### src/rtl/lfsr_pkg.sv
// rtl/lfsr_pkg.sv - shared state encoding and default constants for the LFSR generator
package lfsr_pkg;

  typedef enum logic [1:0] {
    IDLE = 2'd0,
    RUN  = 2'd1,
    DONE = 2'd2
  } lfsr_state_e;

  localparam logic [7:0] LFSR_TAPS_8 = 8'h97;
  localparam logic [7:0] LFSR_SEED_8 = 8'h01;

endpackage

### src/rtl/lfsr_step.sv
// rtl/lfsr_step.sv - one combinational Fibonacci LFSR step
module lfsr_step #(
  parameter int               WIDTH = 8,
  parameter logic [WIDTH-1:0] TAPS  = WIDTH'(8'h97)
)(
  input  logic [WIDTH-1:0] lfsr_i,
  output logic [WIDTH-1:0] lfsr_next_o
);

  logic fb;

  // Feedback is the parity of the tapped bits, shifted in at the LSB
  always_comb begin
    fb          = ^(lfsr_i & TAPS);
    lfsr_next_o = {lfsr_i[WIDTH-2:0], fb};
  end

endmodule

### src/rtl/lfsr_multistep_gen.sv
// rtl/lfsr_multistep_gen.sv - request-driven multi-step LFSR generator with reseed and re-arm
module lfsr_multistep_gen
  import lfsr_pkg::*;
#(
  parameter int               WIDTH        = 8,
  parameter logic [WIDTH-1:0] TAPS         = WIDTH'(LFSR_TAPS_8),
  parameter logic [WIDTH-1:0] DEFAULT_SEED = WIDTH'(LFSR_SEED_8),
  parameter int               STEP_W       = 4
)(
  input  logic              clk,
  input  logic              rst,
  input  logic              req,
  input  logic [STEP_W-1:0] n_steps,
  input  logic              seed_load,
  input  logic [WIDTH-1:0]  seed,
  output logic              busy,
  output logic              done,
  output logic [WIDTH-1:0]  generated_number
);

  lfsr_state_e       state_q, state_d;
  logic [WIDTH-1:0]  lfsr_q, lfsr_d;
  logic [WIDTH-1:0]  lfsr_next;
  logic [WIDTH-1:0]  gen_q, gen_d;
  logic [WIDTH-1:0]  seed_fixed;
  logic [STEP_W-1:0] cnt_q, cnt_d;
  logic              busy_q, busy_d;
  logic              done_q, done_d;
  logic              armed_q, armed_d;

  lfsr_step #(
    .WIDTH (WIDTH),
    .TAPS  (TAPS)
  ) u_step (
    .lfsr_i      (lfsr_q),
    .lfsr_next_o (lfsr_next)
  );

  // A zero seed would lock the register at zero, so it is replaced by the default
  always_comb begin
    seed_fixed = (seed == '0) ? DEFAULT_SEED : seed;
  end

  // Next-state logic: accept in IDLE, shift cnt times in RUN, publish in DONE
  always_comb begin
    state_d = state_q;
    lfsr_d  = lfsr_q;
    gen_d   = gen_q;
    cnt_d   = cnt_q;
    busy_d  = busy_q;
    done_d  = 1'b0;
    armed_d = armed_q;

    case (state_q)
      IDLE: begin
        if (seed_load) begin
          lfsr_d = seed_fixed;
        end else if (req && armed_q) begin
          cnt_d   = (n_steps == '0) ? STEP_W'(1) : n_steps;
          busy_d  = 1'b1;
          armed_d = 1'b0;
          state_d = RUN;
        end
      end
      RUN: begin
        lfsr_d = lfsr_next;
        cnt_d  = cnt_q - STEP_W'(1);
        if (cnt_q == STEP_W'(1)) begin
          state_d = DONE;
        end
      end
      DONE: begin
        gen_d   = lfsr_q;
        done_d  = 1'b1;
        busy_d  = 1'b0;
        state_d = IDLE;
      end
      default: begin
        busy_d  = 1'b0;
        state_d = IDLE;
      end
    endcase

    // A low request re-arms from any state so the next assertion yields one result
    if (!req) begin
      armed_d = 1'b1;
    end
  end

  // State registers; reset reloads the seed and discards any run in flight
  always_ff @(posedge clk) begin
    if (!rst) begin
      state_q <= IDLE;
      lfsr_q  <= seed_fixed;
      gen_q   <= '0;
      cnt_q   <= '0;
      busy_q  <= 1'b0;
      done_q  <= 1'b0;
      armed_q <= 1'b1;
    end else begin
      state_q <= state_d;
      lfsr_q  <= lfsr_d;
      gen_q   <= gen_d;
      cnt_q   <= cnt_d;
      busy_q  <= busy_d;
      done_q  <= done_d;
      armed_q <= armed_d;
    end
  end

  assign busy             = busy_q;
  assign done             = done_q;
  assign generated_number = gen_q;

endmodule

### config.mk
export PLATFORM = sky130hd
export DESIGN_NAME = lfsr_multistep_gen
export DESIGN_NICKNAME = d
export VERILOG_FILES = /design/src/rtl/lfsr_pkg.sv /design/src/rtl/lfsr_step.sv /design/src/rtl/lfsr_multistep_gen.sv
export SDC_FILE = /design/constraint.sdc
export NUM_CORES = 1
export LEC_CHECK = 0
export BUFFER_PORTS_ARGS = -buffer_cell sky130_fd_sc_hd__buf_2
export CAP_MARGIN = 10
export CORE_ASPECT_RATIO = 0.8
export CORE_MARGIN = 2
export CORE_UTILIZATION = 56
export CTS_CLUSTER_DIAMETER = 60
export CTS_CLUSTER_SIZE = 24
export DETAILED_ROUTE_END_ITERATION = 8
export PLACE_DENSITY = 0.81
export SYNTH_ARGS = -nofsm -noshare
export SYNTH_HDL_FRONTEND = slang
export SYNTH_SLANG_ARGS = --single-unit
### constraint.sdc
create_clock -name clk -period 4.6 [get_ports clk]
set_input_delay 0.23 -clock clk [delete_from_list [all_inputs] [get_ports clk]]
set_output_delay 0.23 -clock clk [all_outputs]
set_load 0.01 [all_outputs]
==> qor.txt, run 1 <==
sequential share of the synthesized area -> 51.2%
combinational power share -> 15.6%
Synth Area in Adders -> 2.21%
Max stage delay on crit path -> 0.88 ns
chip width -> 54.3 um
CP startpoint -> state_q[0]
Compound-Gate Fraction of Synth Area -> 12.5%
Max IR drop VDD -> 202 uV
met1 GRT Util -> 33.3%
largest family of logic cells by synthesized area -> simple AND/OR/NAND/NOR gates
clk buf depth -> 2
Via density -> 5.45
final instance area -> 0.00130 sq mm
met2 GRT Util -> 31.3%
Buf/Inv on CP -> 0
clock network power share -> 23.0%
EDFF count, synth -> 8
Ports -> 26
Avg WL per Cell -> 13.6 um
Fmax -> 0.560 GHz
most frequent cell after synthesis -> nand2_1
Crit. End Element -> register
mapped cell area -> 0.00113 sq mm
Reg2Reg Launch Point -> state_q[0]
Worst-Margin Slew -> 1.14 ns
TritonRoute pass-1 iters -> 4
Area Growth Syn to Fin -> 14.6%
Top Usage Layer GRT -> met1
flop-to-flop setup slack -> 2.81 ns
Max Cap Viol -> 0
Yosys Warn Count -> 0
Synth area leaders -> dfxtp_1 30%, edfxtp_1 21%, mux2_2 6.9%
Yosys cell types -> 32
delay-heaviest family, CP -> compound AO/OA/AOI/OAI gates
layout cells sized above 1 -> 26.4%
syn nets -> 133
Switch Pwr -> 0.107 mW
top_reg_cell synth -> dfxtp_1
first-pass GRT wire length -> 3760 um
Synth Area in Simple Gates -> 18.9%
Setup Skew -> 0.00112 ns
CP max stage cell -> o21ai_0
HP Class -> input port to register
critical path class -> register to register
Slew headroom -> 23.5%
CTS tree -> yes
Net Sw Frac -> 25.7%
Reg clk slew, reported paths -> 0.13 ns
sequential share of power -> 61.4%
row cnt -> 14
setup TNS -> 0 ns
Port Buf Inserts -> 25
final cycle utilization of the critical path -> 38.8%
largest net degree at the start of global routing -> 14
Die Span Y -> 44.3 um
Ant. Diodes -> 0
max-slew violation total from the final report -> 0
final hold viol count -> 0
multiplexer share of the synthesized area -> 8.71%
post-synth top area share -> 30.0%
Residual DRC -> 0
Non-Filler Instances -> 164
total die area -> 0.00240 sq mm
FF+latch count, synth -> 25
data required time at the worst endpoint -> 4.55 ns
fin nets -> 159
status -> finished, final reports clean
Internal -> 0.309 mW
Syn Area/Cell -> 9.87 sq um
Sink Count -> 25
gpl congestion -> 0.919
Root Buffer Master -> clkbuf_4
PD cells -> 320 mW/mm^2
Setup Slack @ Placement -> 2.83 ns
Placed Area -> 0.00127 sq mm
Post-CTS Hold Buffers -> 0
Synth area leader -> dfxtp_1
final wirelength -> 2230 um
post-CTS setup buffer count -> 0
post-route setup slack -> 2.81 ns
Hold Crit Start -> req
Startpoint Class -> register
number of global-route vias before repair -> 825
async set-reset flop share out of synthesis -> 0%
initial antenna violation count -> 0
Routed Antenna Nets -> 0
worst-path cell chain -> nor2_1 -> o21ai_0
Gates resized, CTS repair -> 0
DR iter-0 viols -> 20
cell leakage power -> 0.543 nW
Synth Area in XOR/XNOR -> 3.53%
placed cells -> 160
worst-skew pair later-pin latency -> 0.31 ns
CTS H-tree lvls -> 1
minimum clock period -> 1.79 ns
Initial Util -> 60.0%
RSZ-0062 raised after global routing -> false
Tot GR Track Use -> 22.1%
Final setup viols -> 0
synth cell count leaders -> 20 x nand2_1, 17 x dfxtp_1, 11 x a21oi_1, 8 x edfxtp_1, 7 x mux2_2
CTS buffer count -> 3
core area -> 0.00189 sq mm
hpwl dp -> 1710 um
worst-path fanout max -> 9
GR Layer Usage met3 -> 7.09%
via count -> 894
Post-Syn Instances -> 115
Congestion Overflow GR -> 0
CP arrival -> 1.73 ns
state kept, by name, indices dropped and copies added, names as in the netlist:
signal,flops
armed_q,1
generated_number,8
lfsr_q,8
state_q,2
busy,1
cnt_q,4
done,1
metal layers:
layer,up-vias,routed length (um)
li1,457,-
met1,402,1100
met2,31,975
met3,4,133
met4,0,24
met5,-,0
worst register-to-register path, cell delays in order (launching register included):
cell and delay [ns]:
dfxtp_1 0.47, nor2_1 0.08, o21ai_0 0.88
logic make-up after synthesis:
kind of cell	after synthesis
AOI/OAI and AO/OA	23
DFF	25
adders and majority gates	2
xor gates and xnor gates	3
muxes	9
buffers and inverters	9
and+or+nand+nor	44
power by group through the flow:
| stage | clock (mW) | combinational, mW | sequential [mW] |
|---|---|---|---|
| floorplan | 0 | 0.0464 | 0.257 |
| global placement | 0 | 0.0627 | 0.259 |
| detailed placement | 0 | 0.0639 | 0.260 |
| CTS | 0.0978 | 0.0646 | 0.255 |
| global route | 0.107 | 0.0720 | 0.257 |
| finish | 0.0956 | 0.0648 | 0.255 |
layout make-up:
class | count | area [sq um]
clock buffer | 4 | 26.3
fill | 161 | 592
inverter | 5 | 18.8
multi-input combinational | 81 | 519
sequential | 25 | 581
tap | 24 | 30.0
timing repair buffer | 25 | 125
path summary, 6_finish.rpt:
path	end	depth (start not counted)
max	lfsr_q[1]	2
min	armed_q	2
min reg2reg	generated_number[4]	2
max reg2reg	lfsr_q[1]	2
through the flow:
| step | util (%) | total power, mW | hold WS (ns) |
|---|---|---|---|
| after CTS | 68.7 | 0.418 | 0.132 |
| after floorplan | - | 0.303 | 0.302 |
| after global routing | 68.7 | 0.436 | 0.138 |
| after detailed placement | 67.3 | 0.324 | 0.446 |
| final | 68.7 | 0.416 | 0.131 |
| after global placement | 67.3 | 0.322 | 0.440 |
cells in the final DEF (no fill, tap or decap), types with 2 or more instances in the layout:
master and n:
ha_1 2, or3_1 2, a21oi_1 11, nand2_1 20, nor3_1 4, inv_1 5
a31oi_1 3, xnor2_1 2, nor2_1 5, o21a_1 2, mux2_2 7, o211ai_1 4
clkbuf_4 3, and2b_1 2, edfxtp_1 8, mux2i_1 2, nand3_1 2, dfxtp_1 17
buf_2 25
Power figures use the tool's default switching activity.
==> run 2, diff against run 1 <==
--- a/config.mk
+++ b/config.mk
@@ -9,11 +9,11 @@
 export CAP_MARGIN = 10
 export CORE_ASPECT_RATIO = 0.8
 export CORE_MARGIN = 2
-export CORE_UTILIZATION = 56
+export CORE_UTILIZATION = 52
 export CTS_CLUSTER_DIAMETER = 60
 export CTS_CLUSTER_SIZE = 24
 export DETAILED_ROUTE_END_ITERATION = 8
-export PLACE_DENSITY = 0.81
+export PLACE_DENSITY = 0.76
 export SYNTH_ARGS = -nofsm -noshare
 export SYNTH_HDL_FRONTEND = slang
 export SYNTH_SLANG_ARGS = --single-unit
==> constraint.sdc (replaced) <==
create_clock -name clk -period 1.85 [get_ports clk]
set_input_delay 0.0925 -clock clk [delete_from_list [all_inputs] [get_ports clk]]
set_output_delay 0.0925 -clock clk [all_outputs]
set_load 0.01 [all_outputs]
==> run 2 against run 1 <==
Sequential share of layout area is 0.97 points lower. Global-route usage is 3.9 points lower. Setup slack worse by 2.7 ns.
==> qor.txt, run 2 (synthesis results as in run 1) <==
status -> finished, final reports clean (unchanged)
clock network power share -> 23.0% (about the same)
Via density -> 5.45 (about the same)
largest net degree at the start of global routing -> 14 (unchanged)
Net Sw Frac -> 25.5% (was 25.7%)
via count -> 916 (was 894)
worst-skew pair later-pin latency -> 0.31 ns (about the same)
final wirelength -> 2120 um (was 2230 um)
cell leakage power -> 0.554 nW (was 0.543 nW)
clk buf depth -> 2 (unchanged)
Startpoint Class -> register (unchanged)
layout cells sized above 1 -> 26.6% (was 26.4%)
Max Cap Viol -> 0 (unchanged)
Congestion Overflow GR -> 0 (unchanged)
critical path class -> register to register (unchanged)
Fmax -> 0.586 GHz (was 0.560 GHz)
Switch Pwr -> 0.265 mW (was 0.107 mW)
fin nets -> 162 (was 159)
Ant. Diodes -> 0 (unchanged)
row cnt -> 15 (was 14)
PD cells -> 781 mW/mm^2 (was 320 mW/mm^2)
Root Buffer Master -> clkbuf_4 (unchanged)
Slew headroom -> 65.0% (was 23.5%)
data required time at the worst endpoint -> 2.07 ns (was 4.55 ns)
final hold viol count -> 0 (unchanged)
Reg2Reg Launch Point -> state_q[1] (was state_q[0])
Final setup viols -> 0 (unchanged)
Internal -> 0.773 mW (was 0.309 mW)
hpwl dp -> 1630 um (was 1710 um)
CP arrival -> 1.92 ns (was 1.73 ns)
minimum clock period -> 1.71 ns (was 1.79 ns)
Reg clk slew, reported paths -> 0.13 ns (about the same)
Avg WL per Cell -> 12.6 um (was 13.6 um)
Crit. End Element -> register (unchanged)
Hold Crit Depth -> 2 (unchanged)
max-slew violation total from the final report -> 0 (unchanged)
core area -> 0.00210 sq mm (was 0.00189 sq mm)
Max IR drop VDD -> 620 uV (was 202 uV)
Sink Count -> 25 (unchanged)
CTS H-tree lvls -> 1 (unchanged)
flop-to-flop setup slack -> 0.14 ns (was 2.81 ns)
Ports -> 26 (unchanged)
worst-path fanout max -> 10 (was 9)
Die Span Y -> 45.8 um (was 44.3 um)
first-pass GRT wire length -> 3480 um (was 3760 um)
Setup Slack @ Placement -> 0.340 ns (was 2.83 ns)
Gates resized, CTS repair -> 0 (unchanged)
HP Class -> input port to register (unchanged)
Area Growth Syn to Fin -> 17.1% (was 14.6%)
Tot GR Track Use -> 18.2% (was 22.1%)
CTS buffer count -> 3 (unchanged)
gpl congestion -> 0.808 (was 0.919)
Residual DRC -> 0 (unchanged)
TritonRoute pass-1 iters -> 4 (unchanged)
Hold EP -> state_q[0] (was armed_q)
most frequent cells in the layout -> 25 x buf_2, 20 x nand2_1, 17 x dfxtp_1 (unchanged)
Port Buf Inserts -> 25 (unchanged)
sequential share of power -> 61.0% (was 61.4%)
initial antenna violation count -> 0 (unchanged)
RR Endpoint -> armed_q (was lfsr_q[1])
Hold Crit Start -> rst (was req)
number of global-route vias before repair -> 754 (was 825)
chip width -> 56.2 um (was 54.3 um)
post-route setup slack -> 0.142 ns (was 2.81 ns)
combinational power share -> 16.0% (was 15.6%)
CTS tree -> yes (unchanged)
Initial Util -> 54.0% (was 60.0%)
final cycle utilization of the critical path -> 92.3% (was 38.8%)
Setup Skew -> 0.00243 ns (was 0.00112 ns)
RSZ-0062 raised after global routing -> false (unchanged)
Routed Antenna Nets -> 0 (unchanged)
most common cell after layout, fill and taps aside -> buf_2 (unchanged)
total die area -> 0.00257 sq mm (was 0.00240 sq mm)
setup TNS -> 0 ns (unchanged)
DR iter-0 viols -> 27 (was 20)
worst reg-to-reg path cell count -> 4 (was 2)
Worst-Margin Slew -> 0.520 ns (was 1.14 ns)
run 2: cell types whose count changed in the layout (fill, tap and decap cells not counted):
cell / previous run / this run
buf_4: 0 / 1
dlygate4sd3_1: 0 / 2
run 2: worst max-delay path by stage:
stage,startpoint,to,slack [ns],depth (start not counted)
after floorplan,state_q[0],lfsr_q[0],0.38,2
after global placement,state_q[1],lfsr_q[5],0.40,3
after detailed placement,state_q[1],lfsr_q[4],0.34,3
after CTS,state_q[1],armed_q,0.16,4
after global routing,state_q[1],armed_q,0.03,4
final,state_q[1],armed_q,0.14,4
run 2: critical path, stage by stage (launching register included):
cell and delay [ns]:
dfxtp_1 0.40, or3_1 0.49, nand2_1 0.11, nand3_1 0.07, dlygate4sd3_1 0.55
run 2: power groups by stage:
stage,clock network (mW),logic [mW],registers [mW]
2_1_floorplan,0,0.115,0.638
3_3_place_gp,0,0.159,0.644
3_5_place_dp,0,0.161,0.646
4_1_cts,0.244,0.166,0.633
5_1_grt,0.264,0.186,0.639
6_report,0.238,0.166,0.633
run 2: per-layer routing:
metal	share of wire (%)	routed length, um	global-route usage [%]
met1	49	1050	25.9
met2	44	931	27.1
met3	6.1	130	5.97
met4	0.57	12	4.29
met5	0	0	0
run 2: layout make-up:
class                   instances  area, sq um
flip-flops and latches         25          581
well taps                      25         31.3
clock buffers                   4         26.3
multi-input cells              81          519
fillers                       170          773
inverters                       5         18.8
repair buffers                 28          153
run 2: per-stage QoR:
stage                     utilization, %  hold slack (ns)  cells  total power, mW  instance area, sq um
after floorplan                        -            0.164    115            0.753                  1130
after global placement              61.0            0.298    162            0.803                  1280
after detailed placement            61.0            0.305    162            0.807                  1280
after CTS                           63.2           0.0417    168             1.04                  1330
after global routing                63.2           0.0414    168             1.09                  1330
final                               63.2           0.0495    168             1.04                  1330
run 2: what timing repair did:
item | 4_1_cts | 5_1_grt
buffers inserted | 0 | 0
setup endpoints to repair | 0 | 0
hold buffers | 2 | 0
endpoints found under the hold margin | 1 | 0
==> run 3, diff against run 2 <==
--- a/config.mk
+++ b/config.mk
@@ -13,6 +13,7 @@
 export CTS_CLUSTER_DIAMETER = 60
 export CTS_CLUSTER_SIZE = 24
 export DETAILED_ROUTE_END_ITERATION = 8
+export MAX_ROUTING_LAYER = met4
 export PLACE_DENSITY = 0.76
 export SYNTH_ARGS = -nofsm -noshare
 export SYNTH_HDL_FRONTEND = slang
==> run 3 against run 2 <==
Global-route usage is 0.58 points higher. Register-to-register slack hardly changed. Via count is 0.11% higher. Clock-buffer cell count stayed put. Routed wire length is 0.33% higher. Clock power hardly changed. First-iteration DRC count is 3.7% lower. Non-clock buffer count stayed put. Critical path type unchanged.
==> qor.txt, run 3 (synthesis results as in run 1) <==
status -> finished, final reports clean (unchanged)
HP Class -> input port to register (unchanged)
Final setup viols -> 0 (unchanged)
layout cells sized above 1 -> 26.6% (unchanged)
Sink Count -> 25 (unchanged)
most frequent cells in the layout -> 25 x buf_2, 20 x nand2_1, 17 x dfxtp_1 (unchanged)
total die area -> 0.00257 sq mm (unchanged)
chip width -> 56.2 um (unchanged)
CTS tree -> yes (unchanged)
Gates resized, CTS repair -> 0 (unchanged)
Tot GR Track Use -> 18.8% (was 18.2%)
via count -> 917 (was 916)
final wirelength -> 2130 um (was 2120 um)
core area -> 0.00210 sq mm (unchanged)
cell leakage power -> 0.554 nW (unchanged)
flop-to-flop setup slack -> 0.14 ns (about the same)
CP arrival -> 1.93 ns (was 1.92 ns)
worst-skew pair later-pin latency -> 0.31 ns (about the same)
CP startpoint -> state_q[1] (unchanged)
Die Span Y -> 45.8 um (unchanged)
Area Growth Syn to Fin -> 17.1% (unchanged)
row cnt -> 15 (unchanged)
DR iter-0 viols -> 26 (was 27)
Hold Crit Start -> rst (unchanged)
gpl congestion -> 0.820 (was 0.808)
CTS H-tree lvls -> 1 (unchanged)
PD cells -> 782 mW/mm^2 (was 781 mW/mm^2)
fin nets -> 162 (unchanged)
Core Util, Final -> 63.2% (unchanged)
minimum clock period -> 1.71 ns (about the same)
Fmax -> 0.586 GHz (about the same)
Congestion Overflow GR -> 0 (unchanged)
Max Cap Viol -> 0 (unchanged)
Residual DRC -> 0 (unchanged)
Post-CTS Hold Buffers -> 2 (unchanged)
Power Total -> 1.04 mW (about the same)
most common cell after layout, fill and taps aside -> buf_2 (unchanged)
CTS buffer count -> 3 (unchanged)
hpwl dp -> 1630 um (unchanged)
Reg clk slew, reported paths -> 0.13 ns (about the same)
Setup Skew -> 0.00228 ns (was 0.00243 ns)
max-slew violation total from the final report -> 0 (unchanged)
first-pass GRT wire length -> 3490 um (was 3480 um)
worst-path fanout max -> 10 (unchanged)
critical path class -> register to register (unchanged)
Port Buf Inserts -> 25 (unchanged)
Reg2Reg Launch Point -> state_q[1] (unchanged)
Initial Util -> 54.0% (unchanged)
clk buf depth -> 2 (unchanged)
initial antenna violation count -> 0 (unchanged)
Avg WL per Cell -> 12.7 um (was 12.6 um)
Crit. End Element -> register (unchanged)
final cycle utilization of the critical path -> 92.3% (about the same)
post-CTS setup buffer count -> 0 (unchanged)
number of global-route vias before repair -> 754 (unchanged)
Slew headroom -> 65.0% (unchanged)
Startpoint Class -> register (unchanged)
Root Buffer Master -> clkbuf_4 (unchanged)
final hold viol count -> 0 (unchanged)
Ant. Diodes -> 0 (unchanged)
largest net degree at the start of global routing -> 14 (unchanged)
Routed Antenna Nets -> 0 (unchanged)
TritonRoute pass-1 iters -> 4 (unchanged)
Worst-Margin Slew -> 0.520 ns (about the same)
Via density -> 5.46 (was 5.45)
RSZ-0062 raised after global routing -> false (unchanged)
Ports -> 26 (unchanged)
data required time at the worst endpoint -> 2.07 ns (about the same)
Max IR drop VDD -> 622 uV (was 620 uV)
setup TNS -> 0 ns (unchanged)
==> run 3: cell counts in the layout (fill, tap and decap cells not counted) <==
No cell type changed its count.
==> run 3: layout make-up <==
class                           instances  area, sq um
Inverter                                5         18.8
Sequential cell                        25          581
Multi-Input combinational cell         81          519
Timing Repair Buffer                   28          153
Fill cell                             170          773
Tap cell                               25         31.3
Clock buffer                            4         26.3
==> run 3: stage by stage <==
step	setup WS [ns]	cell area, sq um	cells	hold slack (ns)
3_5_place_dp	0.340	1280	162	0.305
2_1_floorplan	0.380	1130	115	0.164
6_report	0.143	1330	168	0.0473
3_3_place_gp	0.397	1280	162	0.298
5_1_grt	0.0269	1330	168	0.0414
4_1_cts	0.158	1330	168	0.0417
==> run 3: path summary, 6_finish.rpt <==
path | end | cells after the start
setup / recovery | armed_q | 4
hold / removal | state_q[0] | 2
setup reg to reg | armed_q | 4
hold reg to reg | generated_number[7] | 2
==> run 3: routing by layer <==
layer	share of wire, %	wire [um]	global-route usage (%)	vias to the layer above
met5	0	0	-	-
met4	0.56	12	4.29	0
met3	5.7	121	5.97	2
met2	44	938	27.1	30
met1	50	1060	25.9	421
li1	-	-	-	464
==> run 3: critical path, cell delays in order (launching register included) <==
cell,delay (ns)
dfxtp_1,0.40
or3_1,0.49
nand2_1,0.11
nand3_1,0.07
dlygate4sd3_1,0.55
==> run 3: power by group <==
group	internal (mW)	switching, mW
logic	0.0846	0.0815
clock network	0.0844	0.155
registers	0.604	0.0293
total	0.773	0.266
